[src/rtl/micro_mac_driver.sv]
// micro_mac_driver: steps the micro_mac inputs x1..x3 through a binary count
// and samples the machine output once per step. Each sample is folded into a
// CRC-style signature and a ones-count. On completion the block flags
// pass/fail against an expected signature.
//
// state  | meaning
// -------+-----------------------------------------------------------
// S_IDLE | waiting for i_start, outputs quiet
// S_RUN  | stepping stimulus, one sample on last clock of each step
// S_DONE | run finished, o_sig/o_ones/o_pass held until next start
module micro_mac_driver #(
    parameter int unsigned DIV      = 2,
    parameter int unsigned STEPS    = 16,
    parameter logic [15:0] SIG_INIT = 16'h0000,
    parameter logic [15:0] POLY     = 16'h1021,
    parameter logic [15:0] EXP_SIG  = 16'h0000
) (
    input  logic        i_clk,
    input  logic        i_rst_n,
    input  logic        i_start,
    input  logic        i_out,
    output logic        o_x1,
    output logic        o_x2,
    output logic        o_x3,
    output logic        o_busy,
    output logic        o_done,
    output logic        o_pass,
    output logic [15:0] o_sig,
    output logic [15:0] o_ones
);

    typedef enum logic [1:0] {
        S_IDLE = 2'd0,
        S_RUN  = 2'd1,
        S_DONE = 2'd2
    } state_t;

    localparam logic [7:0]  LAST_PRE  = 8'(DIV - 1);
    localparam logic [15:0] LAST_STEP = 16'(STEPS - 1);

    state_t      state_q, state_d;
    logic [15:0] step_q, step_d;
    logic [7:0]  pre_q, pre_d;
    logic [15:0] sig_q, sig_d;
    logic [15:0] ones_q, ones_d;
    logic        pass_q, pass_d;
    logic [2:0]  x_q, x_d;
    logic        fb;
    logic [15:0] sig_next;

    // Signature value that results if the current clock is a sampling clock.
    always_comb begin
        fb       = sig_q[15] ^ i_out;
        sig_next = {sig_q[14:0], 1'b0} ^ (fb ? POLY : 16'h0000);
    end

    // Next-state and datapath updates; start from IDLE and DONE are identical.
    always_comb begin
        state_d = state_q;
        step_d  = step_q;
        pre_d   = pre_q;
        sig_d   = sig_q;
        ones_d  = ones_q;
        pass_d  = pass_q;
        x_d     = x_q;
        case (state_q)
            S_IDLE, S_DONE: begin
                if (i_start) begin
                    state_d = S_RUN;
                    step_d  = 16'd0;
                    pre_d   = 8'd0;
                    sig_d   = SIG_INIT;
                    ones_d  = 16'd0;
                    pass_d  = 1'b0;
                    x_d     = 3'd0;
                end
            end
            S_RUN: begin
                if (pre_q == LAST_PRE) begin
                    pre_d = 8'd0;
                    sig_d = sig_next;
                    if (i_out && (ones_q != 16'hFFFF)) begin
                        ones_d = ones_q + 16'd1;
                    end
                    if (step_q == LAST_STEP) begin
                        state_d = S_DONE;
                        pass_d  = (sig_next == EXP_SIG);
                        x_d     = 3'd0;
                    end else begin
                        step_d = step_q + 16'd1;
                        x_d    = step_q[2:0] + 3'd1;
                    end
                end else begin
                    pre_d = pre_q + 8'd1;
                end
            end
            default: state_d = S_IDLE;
        endcase
    end

    // State and datapath registers with synchronous active-low reset.
    always_ff @(posedge i_clk) begin
        if (!i_rst_n) begin
            state_q <= S_IDLE;
            step_q  <= 16'd0;
            pre_q   <= 8'd0;
            sig_q   <= SIG_INIT;
            ones_q  <= 16'd0;
            pass_q  <= 1'b0;
            x_q     <= 3'd0;
        end else begin
            state_q <= state_d;
            step_q  <= step_d;
            pre_q   <= pre_d;
            sig_q   <= sig_d;
            ones_q  <= ones_d;
            pass_q  <= pass_d;
            x_q     <= x_d;
        end
    end

    assign o_x1   = x_q[0];
    assign o_x2   = x_q[1];
    assign o_x3   = x_q[2];
    assign o_busy = (state_q == S_RUN);
    assign o_done = (state_q == S_DONE);
    assign o_pass = pass_q;
    assign o_sig  = sig_q;
    assign o_ones = ones_q;

endmodule

[config.mk]
export PLATFORM = sky130hd
export DESIGN_NAME = micro_mac_driver
export DESIGN_NICKNAME = d
export VERILOG_FILES = /design/src/rtl/micro_mac_driver.sv
export SDC_FILE = /design/constraint.sdc
export NUM_CORES = 1
export LEC_CHECK = 0
export ABC_AREA = 1
export BUFFER_PORTS_ARGS = -buffer_cell sky130_fd_sc_hd__clkbuf_2
export CAP_MARGIN = 20
export CORE_ASPECT_RATIO = 1.1
export CORE_MARGIN = 5
export CORE_UTILIZATION = 52
export CTS_CLUSTER_DIAMETER = 60
export DETAILED_ROUTE_END_ITERATION = 6
export PLACE_DENSITY = 0.84
export SKIP_LAST_GASP = 1
export SLEW_MARGIN = 20
export SYNTH_ARGS = -nofsm -noshare
export SYNTH_HDL_FRONTEND = slang
export SYNTH_SLANG_ARGS = --single-unit
[constraint.sdc]
create_clock -name i_clk -period 1.71 [get_ports i_clk]
set_input_delay 0.171 -clock i_clk [delete_from_list [all_inputs] [get_ports i_clk]]
set_output_delay 0.171 -clock i_clk [all_outputs]
set_load 0.005 [all_outputs]
---- Word-level counts from Yosys, hierarchy flattened ----
Cells that the tools add are included.
cells by class
  add/subtract/negate cells ............... 4
  multiply operators ...................... 0
  divide/modulo/power cells ............... 0
  magnitude comparators ................... 0
  equal/unequal tests ..................... 10
  shift-type cells ........................ 0
  mux-type cells .......................... 25
  bitwise gates (word level) .............. 2
  reductions and logical operators ........ 11
operators by type and width
  cell                                                                      number
  16-bit 2-to-1 mux                                                         6
  16-bit case mux with 2 select lines                                       3
  16-bit by 1-bit adder with 16-bit output (second input constant)          2
  16-bit by 4-bit equality test with 1-bit output (second input constant)   1
  16-bit zero test                                                          1
  8-bit 2-to-1 mux                                                          2
  16-bit inequality test (second input constant)                            1
  8-bit case mux with 2 select lines                                        1
  16-bit by 13-bit bitwise XOR with 16-bit output                           1
  13-bit 2-to-1 mux                                                         1
  4-bit AND reduction                                                       3
  3-bit 2-to-1 mux                                                          3
  8-bit by 1-bit adder with 8-bit output (second input constant)            1
  8-bit by 1-bit equality test with 1-bit output (second input constant)    1
  2-bit 2-to-1 mux                                                          3
  2-bit by 1-bit inequality test with 1-bit output (second input constant)  3
  3-bit case mux with 2 select lines                                        1
  3-bit AND reduction                                                       2
  2-bit inequality test (second input constant)                             2
  2-bit case mux with 2 select lines                                        1
  3-bit by 1-bit adder with 3-bit output (second input constant)            1
  1-bit 2-to-1 mux                                                          3
  2-bit by 1-bit equality test with 1-bit output (second input constant)    1
  2-bit equality test (second input constant)                               1
  7 further kinds                                                           7
word-level totals
  register bits after elaboration ......... 62
  bits in latches ......................... 0
  RAM bits ................................ 0
  ROM bits ................................ 0
  input port bits ......................... 4
  output and inout port bits .............. 38
  memories ................................ 0

---- Depth between registers and ports, before layout ----
  depth after elaboration ................. 7
  mapped depth ............................ 11

---- Worst setup path after synthesis ----
Ideal clock, no wire load.
  kind .................................... register to register
  from .................................... register ones_q[0] (netlist: o_ones[0])
  to ...................................... register ones_q[13] (netlist: o_ones[13])
  setup time .............................. 0.113 ns
  arrival ................................. 1.412 ns
  data required time ...................... 1.597 ns
  setup slack ............................. 0.186 ns
  stages on the path, launching flop included .. 11
  path buffers ............................ 0
  period minus slack after synthesis ...... 1.524 ns
  cell sequence ........................... dfxtp_1 > ha_1 > nand2_1 > nor2_2 > nand2_2 > o21ai_4 > nand2_4 > nand2_4 > inv_1 > nor2_1 > nor2_1
between the ends
  cells in the longest elaborated chain, start to end .. 4
  elaborated cells between the ends (all ways) .. 8
RTL lines
  item                                                                                   line    RTL
  start: declaration                                                                     45      logic [15:0] ones_q, ones_d;
  start signal: assignment                                                               116     ones_q <= ones_d;
  16-bit by 1-bit adder with 16-bit output or 16-bit inequality test (tied branches)     83, 82
  16-bit 2-to-1 mux or 1-bit logical AND (tied branches)                                 82      if (i_out && (ones_q != 16'hFFFF)) begin
  16-bit 2-to-1 mux or 2-bit by 1-bit inequality test with 1-bit output (tied branches)  -
  16-bit case mux with 2 select lines or 4-bit AND reduction (tied branches)             -
Several ways; a longest one is shown, not always the timed one. The select of a mux whose other input is x is not followed.
A chain may end at the register's enable or synchronous reset.

---- Final worst setup path ----
  from .................................... register ones_q[9] (netlist: o_ones[9])
  to ...................................... register ones_q[11] (netlist: o_ones[11])
Same word-level chain as after synthesis.

==> results.sh <==
export IMPL_status="completed"
export IMPL_postPlaceCellArea_um2=3880
export IMPL_finalHoldViolCount=0
export IMPL_synth_top_cell_by_area="dfxtp_1"
export IMPL_async_flop_share=0
export IMPL_final_cells=694
export IMPL_synth_fp_nets=549
export IMPL_totalWireLength_um=9480
export IMPL_critPathMaxStageDelay_ps=410
export IMPL_cts_buffers=9
export IMPL_grt_pass1_vias=3433
export IMPL_cts_htree_levels=3
export IMPL_synthCells=541
export IMPL_synth_top_family_by_area="simple AND/OR/NAND/NOR gates"
export IMPL_peakVddDrop_mv=0.545
export IMPL_gp_congestion=0.886
export IMPL_setup_viol=0
export IMPL_core_um2=6560
export IMPL_nets=615
export IMPL_clk_pin_slew_ps=90
export IMPL_finalCriticalPeriod_ps=1620
export IMPL_synth_fa_ha_area_frac=0.0144
export IMPL_yosys_area_share_simple=0.416
export IMPL_grt_overflow_total=0
export IMPL_grt_pass1_wl_um=15000
export IMPL_cts_tree="yes"
export IMPL_crit_type="reg2reg"
export IMPL_finalCritPeriodShare=0.946
export IMPL_cp_end_kind="flip-flop"
export IMPL_finalSetupTns_ps=0
export IMPL_stdcell_area_um2=4230
export IMPL_fin_worst_skew_ps=17.2
export IMPL_slew_viol_final=0
export IMPL_drt_first_pass_iters=5
export IMPL_total_power_mw=3.47
export IMPL_cts_root_buffer_cell="clkbuf_8"
export IMPL_layout_common_cells="nand2_1, nor2_1, nand3_1"
export IMPL_crit_arrival_ps=1860
export IMPL_drcViolationCount=0
export IMPL_start_kind="flip-flop"
export IMPL_timing_hold_ws_ps=134
export IMPL_max_freq_ghz=0.618
export IMPL_dpl_hpwl_um=6310
export IMPL_wl_per_cell_um=13.7
export IMPL_initial_core_util=0.532
export IMPL_synth_area_top_cells="dfxtp_1, nand2_1, nor2_1, nand3_1, inv_1"
export IMPL_io_pins=42
export IMPL_p_leak_nw=1.77
export IMPL_ys_warn_count=0
export IMPL_synth_edf_count=0
export IMPL_avgViaCountPerCell=5.46
export IMPL_clkSinkCount=62
export IMPL_relSlewSlack=0.753
export IMPL_worst_pin_slew_ps=367
export IMPL_critical_path_top_delay_family="simple AND/OR/NAND/NOR gates"
export IMPL_grt_util_all_layers=0.222
export IMPL_p_per_area_nw_per_um2=820
export IMPL_vias=3789
export IMPL_clock_path_buffers=2
export IMPL_ant_nets=0
export IMPL_antenna_found_initial=0
export IMPL_synth_top_area_frac=0.356
export IMPL_synthToLayoutAreaGrowth_pct=21.3
export IMPL_synth_compound_area_frac=0.0987
export IMPL_die_h_um=95.9
export IMPL_diodes=0
export IMPL_cp_max_fo=10
export IMPL_syn_area_per_cell_um2=6.45
export IMPL_synth_area_mux_share=0
export IMPL_cts_hold_buf=0
export IMPL_rsz0062_at_grt="true"
export IMPL_die_area_um2=8450
export IMPL_syn_cell_area_um2=3490
export IMPL_path_buf_inv=2
export IMPL_port_buffers=41
export IMPL_ys_seq_area_frac=0.356
export IMPL_worstSkewPairLatency_ps=360
export IMPL_grt_max_degree=31
export IMPL_crit_chain="nand2_2 -> nor2_1 -> nand2_1 -> o21ai_4 -> nand2_8 -> buf_4 -> nand3_1 -> nand2_1 -> inv_1 -> nor2_1"
export IMPL_dp_cells=671
export IMPL_maxCapViolations=0
export IMPL_die_x_um=88.1
export IMPL_synth_xor_area_frac=0.0100
export IMPL_hp_class="in2reg"
export IMPL_drive_gt1_frac=0.194
export IMPL_synthFlopType="dfxtp_1"
export IMPL_rows=31
export IMPL_drtIter0Drc=462
export IMPL_critPathRequiredTime_ps=1960
export IMPL_ys_types=32
export IMPL_final_common_cell="nand2_1"
export IMPL_ys_ff_latch=62
export IMPL_crit_path_top_delay_cell="dfxtp_1"
per-stage QoR:
stage                      util  setup slack (ps)
after detailed placement  0.592              32.9
after global routing      0.645             -93.1
after floorplan               -               186
after global placement    0.592              53.3
final                     0.645              92.6
after CTS                 0.624              2.04
logic make-up (layout without fill, tap and decap cells):
kind of cell,Yosys count,in the layout
xor gates and xnor gates,4,4
DFF,62,62
buffers and inverters,83,154
AOI/OAI and AO/OA,63,63
and+or+nand+nor,325,325
adders and majority gates,4,4
where the power goes:
group	total (mW)	internal, mW	switching [mW]
logic	0.569	0.214	0.355
clock network	1.37	0.750	0.625
registers	1.52	1.48	0.0378
total	3.47	2.45	1.02
final timing paths:
| path | start | endpoint | slack (ps) | cells after the start |
|---|---|---|---|---|
| worst max-delay path | o_ones[9] | o_ones[11] | 90 | 10 |
| worst min register to register | x_q[2] | x_q[2] | 470 | 2 |
| worst min-delay path | i_start | state_q[1] | 130 | 3 |
| worst max register to register | o_ones[9] | o_ones[11] | 90 | 10 |
synth_stat cells (5+ instances only):
library cell / n
nand3_2: 5
a21oi_1: 29
nand2_1: 125
nor2_1: 95
nor3_1: 8
nand4_1: 10
nand3_1: 68
o21ai_0: 25
inv_1: 63
dfxtp_1: 62
what timing repair did:
action                                  CTS  global route
endpoints found under the setup margin    0            42
gates resized for setup                   0            16
buffers inserted                          0             6
layout make-up:
class | instances | area (µm²)
Clock buffer | 11 | 151
Clock inverter | 5 | 57.6
Fill cell | 563 | 2330
Inverter | 66 | 248
Multi-Input combinational cell | 396 | 1930
Sequential cell | 62 | 1240
Tap cell | 82 | 103
Timing Repair Buffer | 72 | 497
tightest hold or removal path: cells and delay by family:
| kind | cells | cell delay, ps |
|---|---|---|
| AOI/OAI and AO/OA | 1 | 60 |
| buffers and inverters | 1 | 100 |
| and+or+nand+nor | 1 | 100 |
routing by layer:
| layer | vias up | part of all wire | wire length [µm] | GRT usage |
|---|---|---|---|---|
| li1 | 1869 | - | - | - |
| met1 | 1734 | 0.42 | 4000 | 0.272 |
| met2 | 150 | 0.49 | 4630 | 0.378 |
| met3 | 36 | 0.059 | 562 | 0.0342 |
| met4 | 0 | 0.030 | 280 | 0.107 |
| met5 | - | 0 | 0 | 0 |
sequential cells by signal (all words and copies together) (netlist names):
signal / count
pre_q: 8
o_ones: 16
o_sig: 16
step_q: 16
x_q: 3
o_pass: 1
state_q: 2
Note: power is estimated with default switching activity, not from simulation.
